**config.mk**
```make
export PLATFORM = sky130hd
export DESIGN_NAME = serial_term_rx
export DESIGN_NICKNAME = d
export VERILOG_FILES = /design/src/rtl/serial_term_rx.sv
export SDC_FILE = /design/constraint.sdc
export NUM_CORES = 1
export LEC_CHECK = 0
export ABC_AREA = 1
export CORE_ASPECT_RATIO = 1.25
export CORE_MARGIN = 2
export CORE_UTILIZATION = 55
export DETAILED_ROUTE_END_ITERATION = 16
export MAX_ROUTING_LAYER = met4
export PLACE_DENSITY_LB_ADDON = 0.1
export SYNTH_ARGS = -nofsm -noshare
export SYNTH_HDL_FRONTEND = slang
export SYNTH_SLANG_ARGS = --single-unit
```
**constraint.sdc**
```tcl
create_clock -name clk -period 6.9 [get_ports clk]
set_clock_uncertainty 0.2 [all_clocks]
set_input_delay 1.38 -clock clk [delete_from_list [all_inputs] [get_ports clk]]
set_output_delay 1.38 -clock clk [all_outputs]
set_load 0.05 [all_outputs]
```
**src/rtl/serial_term_rx.sv**
```systemverilog
// rtl/serial_term_rx.sv - 8N1 UART receiver with show-ahead byte FIFO.
// Optional two-flop input synchroniser: define SERIAL_TERM_RX_SYNC_EN.
module serial_term_rx #(
  parameter int CLKS_PER_BIT = 434,
  parameter int FIFO_AW      = 4
) (
  input  logic             clk,
  input  logic             reset,
  input  logic             rx_in,
  input  logic             rd_en,
  output logic [7:0]       rd_data,
  output logic             empty,
  output logic             full,
  output logic [FIFO_AW:0] count,
  output logic             frame_err,
  output logic             overrun
);

  localparam int CW    = $clog2(CLKS_PER_BIT);
  localparam int DEPTH = 1 << FIFO_AW;
  localparam logic [CW-1:0] HALF_LAST = CW'(CLKS_PER_BIT / 2 - 1);
  localparam logic [CW-1:0] BIT_LAST  = CW'(CLKS_PER_BIT - 1);

  localparam logic [2:0] IDLE    = 3'd0;
  localparam logic [2:0] START   = 3'd1;
  localparam logic [2:0] DATA    = 3'd2;
  localparam logic [2:0] STOP    = 3'd3;
  localparam logic [2:0] WAIT_HI = 3'd4;

  logic rx_s;

`ifdef SERIAL_TERM_RX_SYNC_EN
  logic [1:0] sync_q;
  always_ff @(posedge clk) begin
    if (reset) sync_q <= 2'b11;
    else       sync_q <= {sync_q[0], rx_in};
  end
  assign rx_s = sync_q[1];
`else
  assign rx_s = rx_in;
`endif

  logic [2:0]      state;
  logic [CW-1:0]   cnt;
  logic [2:0]      bit_idx;
  logic [7:0]      shreg;
  logic [FIFO_AW:0] wr_ptr, rd_ptr;
  logic [7:0]      mem [DEPTH];
  logic            stop_sample, pop, push;

  assign empty = (wr_ptr == rd_ptr);
  assign full  = (wr_ptr[FIFO_AW] != rd_ptr[FIFO_AW]) &&
                 (wr_ptr[FIFO_AW-1:0] == rd_ptr[FIFO_AW-1:0]);
  assign count = wr_ptr - rd_ptr;
  assign rd_data = empty ? 8'h00 : mem[rd_ptr[FIFO_AW-1:0]];

  // A pop in the stop-sample cycle frees a slot, so a full FIFO still accepts the byte.
  assign stop_sample = (state == STOP) && (cnt == BIT_LAST);
  assign pop  = rd_en && !empty;
  assign push = stop_sample && rx_s && (!full || pop);

  always_ff @(posedge clk) begin
    if (push) mem[wr_ptr[FIFO_AW-1:0]] <= shreg;
  end

  always_ff @(posedge clk) begin
    if (reset) begin
      state     <= IDLE;
      cnt       <= '0;
      bit_idx   <= 3'd0;
      shreg     <= 8'h00;
      wr_ptr    <= '0;
      rd_ptr    <= '0;
      frame_err <= 1'b0;
      overrun   <= 1'b0;
    end else begin
      frame_err <= 1'b0;
      overrun   <= 1'b0;
      if (push) wr_ptr <= wr_ptr + 1'b1;
      if (pop)  rd_ptr <= rd_ptr + 1'b1;

      case (state)
        IDLE: begin
          if (!rx_s) begin
            cnt   <= '0;
            state <= START;
          end
        end
        START: begin
          if (cnt == HALF_LAST) begin
            if (!rx_s) begin
              state   <= DATA;
              cnt     <= '0;
              bit_idx <= 3'd0;
            end else begin
              state <= IDLE;
            end
          end else begin
            cnt <= cnt + 1'b1;
          end
        end
        DATA: begin
          if (cnt == BIT_LAST) begin
            cnt     <= '0;
            shreg   <= {rx_s, shreg[7:1]};
            bit_idx <= bit_idx + 3'd1;
            if (bit_idx == 3'd7) state <= STOP;
          end else begin
            cnt <= cnt + 1'b1;
          end
        end
        STOP: begin
          if (cnt == BIT_LAST) begin
            cnt <= '0;
            if (rx_s) begin
              state <= IDLE;
              if (!push) overrun <= 1'b1;
            end else begin
              frame_err <= 1'b1;
              state     <= WAIT_HI;
            end
          end else begin
            cnt <= cnt + 1'b1;
          end
        end
        WAIT_HI: begin
          if (rx_s) state <= IDLE;
        end
        default: state <= IDLE;
      endcase
    end
  end

endmodule

```
==> results.json, run 1 <==
{
  "status": "finished clean",
  "path_class": "reg2out",
  "syn_area_per_cell_um2": 10.0,
  "clock_latency_ps": 420,
  "via_per_inst": 5.56,
  "critPathCaptureType": "output port",
  "synth-warning-count": 0,
  "fin_nets": 764,
  "routabilityCongestion": 0.806,
  "cp.arrival_ps": 3410,
  "max-slew-margin-rel_pct": 21.6,
  "placed_area_um2": 7640,
  "grt_pass1_wl_um": 26400,
  "cts.sinks": 167,
  "coreArea_um2": 13200,
  "grt_pass1_vias": 4981,
  "dr.first_iter.drc_count": 424,
  "cp_max_fo": 33,
  "cts_max_path_buffers": 2,
  "yosysSeqAreaShare_pct": 62.9,
  "drc_errors": 0,
  "rows": 47,
  "fin_crit_ps": 4990,
  "drv_slew": 0,
  "power_density_nw_per_um2": 298,
  "rsz0062_at_grt": "no",
  "design_area_um2": 8220,
  "start_util_pct": 55.8,
  "hp-class": "reg2reg",
  "grt_max_degree": 65,
  "cts-root-buf": "clkbuf_16",
  "cp.required_ps": 5320,
  "tightest_slew_ps": 1170,
  "ys_ff_latch": 167,
  "setup_viol": 0,
  "worstSetupStartpointType": "flip-flop",
  "antenna_found_initial": 0,
  "cts_hold_buffers": 0,
  "finalSetupTns_ps": 0,
  "min_to": "bit_idx[2]",
  "r2r_start": "rd_ptr[2]",
  "dp_hpwl_um": 10500,
  "insertedDiodeCount": 0,
  "clk_pin_slew_ps": 60,
  "ys_types": 34,
  "cts_tree": "yes",
  "drv_cap": 0,
  "min_period_over_period_pct": 72.4,
  "synthCells": 734,
  "syn-num-nets": 753,
  "min-delay-start": "bit_idx[2]",
  "grt-ovfl-total": 0,
  "hold_viol": 0,
  "cts_buffers": 17,
  "drive_gt1_share_pct": 7.65,
  "ir_drop_uv": 161,
  "r2r_slack_ps": 4190,
  "r2r_end": "mem[6][0]",
  "routed_wl_um": 16600,
  "cts_setup_buffers": 0,
  "drt-pass1-iter-count": 5,
  "hold_depth": 2,
  "postRouteAntennaNets": 0,
  "clock.fmax_mhz": 200,
  "area_growth_pct": 11.9,
  "io_buffers": 20,
  "grt_use_total_pct": 24.9,
  "via_count": 5164,
  "synth_area_um2": 7350,
  "reg2reg_depth": 9,
  "drt-wirelength-per-cell_um": 17.9,
  "dieArea_um2": 14300,
  "chipHeight_um": 133,
  "ios": 21,
  "cts_resized": 0,
  "h-tree-depth": 4,
  "p_leak_nw": 3.01,
  "dieWidth_um": 107
}
cell families (layout without fill, tap and decap cells):
kind of cell               after synthesis  after routing  share of synthesized area, %
adders and majority gates               15             15                          2.66
xor gates and xnor gates                 7              7                         0.936
DFF                                    167            167                          62.9
and+or+nand+nor                        396            396                          23.6
AOI/OAI and AO/OA                       72             72                          5.40
buffers and inverters                   77            101                          4.46
flip-flops by register name, summed over array words and instances, names as in the netlist, named ones only:
name,cells
rd_ptr,5
overrun,1
frame_err,1
mem,128
state,3
shreg,8
bit_idx,3
cnt,9
wr_ptr,5
cells in the mapped netlist (all sizes together):
cell type / n / area share [%]
nor3b: 1 / 0.17
nor3: 4 / 0.27
o21a: 8 / 0.82
inv: 46 / 2.4
nor2: 65 / 3.8
dfxtp: 39 / 11
a31oi: 2 / 0.17
a21oi: 36 / 2.5
o21ai: 25 / 1.9
ha: 14 / 2.4
nand3: 118 / 8.2
edfxtp: 128 / 52
buf: 19 / 1.4
a21o: 1 / 0.10
clkbuf: 12 / 0.61
fa: 1 / 0.27
xor2: 5 / 0.70
nor4: 2 / 0.17
nand2: 200 / 11
nand4: 6 / 0.51
xnor2: 2 / 0.24
worst max-delay path, stage by stage, from the launching register on:
cell and delay (ps):
dfxtp_1 300, buf_4 350, inv_1 620, nand3_1 300
nand3_1 110, a21oi_1 290, o21a_1 180, clkdlybuf4s50_1 810
worst max path at each step:
| stage | endpoint | depth (start not counted) |
|---|---|---|
| after floorplan | rd_data[0] | 8 |
| after CTS | rd_data[2] | 7 |
| after detailed placement | rd_data[2] | 7 |
| after global routing | rd_data[0] | 7 |
| final | rd_data[2] | 7 |
| after global placement | rd_data[2] | 7 |
per-layer routing:
layer | wire (um) | track usage, % | vias to the layer above
li1 | - | - | 2523
met4 | 214 | 6.62 | 0
met3 | 812 | 4.26 | 17
met1 | 7070 | 32.1 | 2469
met2 | 8540 | 41.1 | 155
met5 | 0 | - | -
stage by stage:
stage	std cells	util, %	hold WS (ps)	power [mW]	setup slack [ps]
floorplan	734	-	245	1.44	3210
global placement	897	58.0	253	1.52	2440
detailed placement	897	58.0	276	1.53	2400
CTS	929	62.4	284	2.46	1930
global route	929	62.4	304	2.55	1710
finish	929	62.4	285	2.45	1910
placed cells by master (no fill, tap or decap), types with 3 or more instances in the layout:
| cell type | count |
|---|---|
| nor3_1 | 4 |
| buf_4 | 3 |
| edfxtp_1 | 128 |
| dfxtp_1 | 38 |
| clkinv_2 | 4 |
| clkbuf_1 | 3 |
| inv_1 | 42 |
| a21oi_1 | 36 |
| nand4_1 | 6 |
| o21ai_0 | 19 |
| nor2_1 | 58 |
| nor2_2 | 4 |
| nand2_1 | 191 |
| clkbuf_16 | 17 |
| o21ai_2 | 3 |
| nand3_1 | 116 |
| ha_1 | 14 |
| xor2_1 | 4 |
| o21a_1 | 8 |
| bufinv_16 | 3 |
| clkdlybuf4s50_1 | 20 |
| o21ai_1 | 3 |
| nand2_2 | 8 |
| nor2_4 | 3 |
where the power goes:
| group | internal [mW] | switching, mW |
|---|---|---|
| combinational | 0.121 | 0.277 |
| sequential | 1.08 | 0.0262 |
| clock | 0.574 | 0.365 |
| total | 1.78 | 0.668 |
final cells by class:
type,instances,area [um2]
Clock buffer,21,450
Timing Repair Buffer,23,223
Fill cell,1091,4950
Multi-Input combinational cell,490,2400
Tap cell,171,214
Inverter,46,178
Clock inverter,11,134
Sequential cell,167,4630
Note: power is estimated with default switching activity, not from simulation.
==> run 2, diff against run 1 <==
==> constraint.sdc (replaced) <==
create_clock -name clk -period 4.1 [get_ports clk]
set_clock_uncertainty 0.2 [all_clocks]
set_input_delay 0.82 -clock clk [delete_from_list [all_inputs] [get_ports clk]]
set_output_delay 0.82 -clock clk [all_outputs]
set_load 0.05 [all_outputs]
==> results.json, run 2 (synthesis results as in run 1) <==
{
  "status": "finished clean",
  "min_period_over_period_pct": 89.0,
  "final-seq-area_um2": 4630,
  "cts_resized": 0,
  "crit_chain": "inv_1 > ha_1 > inv_1 > fa_1 > nand2_1 > nand2_1 > xnor2_1 > clkdlybuf4s50_1",
  "ios": 21,
  "coreArea_um2": 13200,
  "tightest_slew_ps": 1070,
  "cts_setup_buffers": 0,
  "largest_reg_flops": 128,
  "insertedDiodeCount": 0,
  "routed_wl_um": 16400,
  "dieWidth_um": 107,
  "clock.fmax_mhz": 274,
  "grt_use_total_pct": 25.0,
  "multi_input_area_um2": 2400,
  "io_buffers": 20,
  "slowest_stage": "clkdlybuf4s50_1",
  "dieArea_um2": 14300,
  "grt_max_degree": 65,
  "grt_pass1_wl_um": 26200,
  "hold_viol": 0,
  "start_util_pct": 55.8,
  "r2r_slack_ps": 1500,
  "clk_pin_slew_ps": 60,
  "fin_crit_ps": 3650,
  "critPathBufInv": 3,
  "cts_buffers": 17,
  "ir_drop_uv": 379,
  "drt-pass1-iter-count": 5,
  "critPathCaptureType": "output port",
  "final_common_cell": "nand2_1",
  "power_density_nw_per_um2": 509,
  "finalSetupTns_ps": 0,
  "max-slew-margin-rel_pct": 28.6,
  "drt-wirelength-per-cell_um": 17.5,
  "grt_pass1_vias": 5016,
  "antenna_found_initial": 0,
  "cp.arrival_ps": 2630,
  "drc_errors": 0,
  "via_per_inst": 5.58,
  "p_leak_nw": 3.23,
  "grt-ovfl-total": 0,
  "cts_tree": "yes",
  "cts_hold_buffers": 0,
  "routabilityCongestion": 0.837,
  "hp-class": "reg2reg",
  "fin_util_pct": 63.3,
  "slowest_delay_ps": 820,
  "rsz0062_at_grt": "no",
  "drive_gt1_share_pct": 9.45,
  "h-tree-depth": 4,
  "clock_latency_ps": 420,
  "postRouteAntennaNets": 0,
  "cp_max_fo": 5,
  "fill_cells": 1084,
  "dp_hpwl_um": 10800,
  "drv_cap": 0,
  "cp.required_ps": 3080,
  "dr.first_iter.drc_count": 397,
  "area_growth_pct": 13.5,
  "cts-root-buf": "clkbuf_16",
  "setup_viol": 0,
  "fin_nets": 768,
  "cp_top_family": "buffers and inverters",
  "via_count": 5205,
  "cts.sinks": 167,
  "drv_slew": 0,
  "holdWs_ps": 283,
  "power_mw": 4.24,
  "worstSetupStartpointType": "flip-flop",
  "path_class": "reg2out",
  "rows": 47,
  "layout_common_cells": "nand2_1, edfxtp_1, nand3_1, nor2_1, inv_1",
  "chipHeight_um": 133,
  "cts_max_path_buffers": 2
}
==> run 2: cell type report <==
| cell class | count | area share [%] |
|---|---|---|
| Inverter | 46 | 2.13 |
| Clock inverter | 8 | 0.675 |
| Tap cell | 171 | 2.56 |
| Sequential cell | 167 | 55.5 |
| Multi-Input combinational cell | 490 | 28.8 |
| Timing Repair Buffer | 27 | 3.99 |
| Clock buffer | 24 | 6.43 |
==> run 2: stage by stage <==
| step | worst slack, ps | area, um2 | instances |
|---|---|---|---|
| 5_1_grt | 289 | 8340 | 933 |
| 6_report | 451 | 8340 | 933 |
| 4_1_cts | 428 | 8340 | 933 |
| 2_1_floorplan | 970 | 7350 | 734 |
| 3_5_place_dp | 892 | 7750 | 901 |
| 3_3_place_gp | 923 | 7750 | 901 |
==> run 2: path summary, 6_finish.rpt <==
check | from | cells past startpoint | end
setup reg to reg | cnt[1] | 10 | mem[8][7]
hold reg to reg | bit_idx[1] | 2 | bit_idx[1]
hold / removal | bit_idx[1] | 2 | bit_idx[1]
setup / recovery | wr_ptr[0] | 8 | count[4]
==> run 2: tightest hold or removal path, stage by stage, from the launching register on <==
cell     delay [ps]
dfxtp_1         320
nand2_1          60
a21oi_1          50
==> run 2: where the power goes <==
group          internal [mW]  switching (mW)  total (mW)  leakage [nW]
combinational          0.275           0.548       0.823          1.21
clock                  0.923           0.634        1.56         0.292
sequential              1.83          0.0362        1.86          1.73
total                   3.02            1.22        4.24          3.23
==> run 2: routing by layer <==
| layer | up-vias | global-route usage (%) | wire length, um |
|---|---|---|---|
| met2 | 178 | 41.0 | 8410 |
| li1 | 2535 | - | - |
| met3 | 27 | 4.11 | 772 |
| met1 | 2465 | 30.6 | 6700 |
| met5 | - | - | 0 |
| met4 | 0 | 11.0 | 483 |
==> run 3, diff against run 2 <==
--- a/config.mk
+++ b/config.mk
@@ -5,10 +5,9 @@
 export SDC_FILE = /design/constraint.sdc
 export NUM_CORES = 1
 export LEC_CHECK = 0
-export ABC_AREA = 1
 export CORE_ASPECT_RATIO = 1.25
 export CORE_MARGIN = 2
-export CORE_UTILIZATION = 55
+export CORE_UTILIZATION = 40
 export DETAILED_ROUTE_END_ITERATION = 16
 export MAX_ROUTING_LAYER = met4
 export PLACE_DENSITY_LB_ADDON = 0.1
==> results.json, run 3 <==
{
  "status": "finished clean",
  "worstSetupStartpointType": "flip-flop",
  "path_class": "reg2out",
  "cts_tree": "yes",
  "clk_pin_slew_ps": 70,
  "design_area_um2": 8130,
  "insertedDiodeCount": 0,
  "grt-ovfl-total": 0,
  "synth-main-ff-cell": "edfxtp_1",
  "area_growth_pct": 15.9,
  "coreArea_um2": 17300,
  "placed_area_um2": 7500,
  "routabilityCongestion": 0.798,
  "grtUsageMet2_pct": 28.5,
  "drive_gt1_share_pct": 16.3,
  "drt-wirelength-per-cell_um": 20.9,
  "yosys.area.top_type": "edfxtp_1",
  "max-slew-margin-rel_pct": 47.5,
  "postRouteAntennaNets": 0,
  "grt_max_degree": 33,
  "min_period_over_period_pct": 97.7,
  "ys_ff_latch": 167,
  "cts_hold_buffers": 0,
  "power_density_nw_per_um2": 429,
  "tightest_slew_ps": 788,
  "yosys-top-cells-count": "edfxtp_1, dfxtp_1, mux4_2, mux2i_1, nor2_1",
  "largest_reg_flops": 128,
  "grt_pass1_vias": 4005,
  "grt_pass1_wl_um": 23300,
  "dieArea_um2": 18600,
  "drv_slew": 0,
  "dp_hpwl_um": 9980,
  "slowest_stage": "clkdlybuf4s50_1",
  "slowest_delay_ps": 840,
  "grt_use_total_pct": 17.7,
  "cp.required_ps": 3080,
  "rows": 54,
  "cp_max_fo": 8,
  "yosys-top-cells-area": "edfxtp_1, dfxtp_1, mux4_2",
  "dr.first_iter.drc_count": 335,
  "io_buffers": 20,
  "clock.fmax_mhz": 250,
  "fin_crit_ps": 4010,
  "cts-root-buf": "clkbuf_16",
  "ios": 21,
  "chipHeight_um": 152,
  "rsz0062_at_grt": "no",
  "fin_util_pct": 47.0,
  "crit_chain": "inv_1 > ha_1 > nand4_1 > nor2_1 > or2_2 > o22ai_1 > clkdlybuf4s50_1",
  "switchingPower_mw": 0.702,
  "hold_viol": 0,
  "routed_wl_um": 14800,
  "synth_area_um2": 7010,
  "cts_max_path_buffers": 2,
  "async_reset_ff_share_pct": 0,
  "yosysSeqAreaShare_pct": 66.0,
  "yosysMostFrequentCell": "edfxtp_1",
  "start_util_pct": 40.5,
  "finalSetupTns_ps": 0,
  "cts.sinks": 167,
  "ys_types": 51,
  "drt-pass1-iter-count": 4,
  "setup_viol": 0,
  "final_common_cell": "edfxtp_1",
  "synthCells": 446,
  "yosysTopAreaCellShare_pct": 54.8,
  "via_per_inst": 5.40,
  "clock_latency_ps": 430,
  "p_leak_nw": 2.73,
  "critPathBufInv": 2,
  "via_count": 3824,
  "clockPowerShare_pct": 47.4,
  "fin_nets": 490,
  "grt_use_met1_pct": 22.0,
  "layout_common_cells": "edfxtp_1, dfxtp_1, mux4_2, mux2i_1, nor2_1",
  "syn_area_per_cell_um2": 15.7,
  "swShare_pct": 20.2,
  "syn-num-nets": 465,
  "intPower_mw": 2.78,
  "cp_top_family": "buffers and inverters",
  "cp.arrival_ps": 2990,
  "top_usage_layer": "met2",
  "hp-class": "reg2reg",
  "synth_edf_count": 128,
  "ir_drop_uv": 243,
  "dieWidth_um": 122,
  "drv_cap": 0,
  "h-tree-depth": 4,
  "antenna_found_initial": 0,
  "critPathCaptureType": "output port",
  "power_mw": 3.48,
  "fill_cells": 1551,
  "cts_buffers": 17,
  "synth-warning-count": 0,
  "seqPwrFrac_pct": 51.7,
  "drc_errors": 0,
  "met3_usage_pct": 4.02,
  "combPwrFrac_pct": 0.9
}
-- run 3: changes by cell type after synthesis, moves of 7 or more --
cell     change
nand2_1    -183
nand3_1    -109
nor2_1      -34
mux4_2      +32
mux2i_1     +26
a21oi_1     -24
inv_1       -23
and3_1      +15
o21ai_0     -10
o22ai_1     +10
nand2_2      -8
o21a_1       -7
-- run 3: cell families after synthesis --
family          share of synthesized area (%)
mux                                      14.0
flops                                    66.0
xor+xnor                                 1.25
fa+ha+maj                                2.78
compound gates                           5.98
buf+inv                                  2.32
simple gates                             7.69
-- run 3: repair_timing --
item,4_1_cts,5_1_grt
buffers inserted,0,0
gates resized for setup,0,5
endpoints found under the setup margin,0,8
-- run 3: power by group through the flow --
stage | combinational (mW) | sequential [mW] | clock, mW
after global placement | 0.0303 | 1.84 | 0
final | 0.0309 | 1.80 | 1.65
after CTS | 0.0312 | 1.80 | 1.69
after detailed placement | 0.0310 | 1.84 | 0
after global routing | 0.0344 | 1.80 | 1.77
after floorplan | 0.0215 | 1.83 | 0
-- run 3: metal layers --
layer / part of all wire [%] / vias to the layer above
met1: 43 / 1924
met4: 1.8 / 0
met5: 0 / -
li1: - / 1806
met3: 4.0 / 15
met2: 51 / 79
-- run 3: area by class of cell --
cell class	count	area, um2	area share [%]
Clock inverter	15	190	2.34
Multi-Input combinational cell	238	2230	27.4
Tap cell	224	280	3.45
Inverter	19	71.3	0.878
Sequential cell	167	4630	56.9
Timing Repair Buffer	28	308	3.79
Clock buffer	17	425	5.23
-- run 3: path summary, 6_finish.rpt --
check | from | endpoint | slack [ps] | cells after the start
worst min-delay path | bit_idx[0] | bit_idx[0] | 290 | 1
worst max register to register | wr_ptr[0] | mem[8][7] | 1030 | 7
worst min register to register | bit_idx[0] | bit_idx[0] | 290 | 1
worst max-delay path | wr_ptr[0] | rd_data[3] | 90 | 7
-- run 3: per-stage QoR --
stage	worst slack [ps]	instances	hold WS [ps]
2_1_floorplan	487	446	244
5_1_grt	7.53	708	334
6_report	92.5	708	285
4_1_cts	21.2	708	298
3_5_place_dp	487	676	286
3_3_place_gp	561	676	257
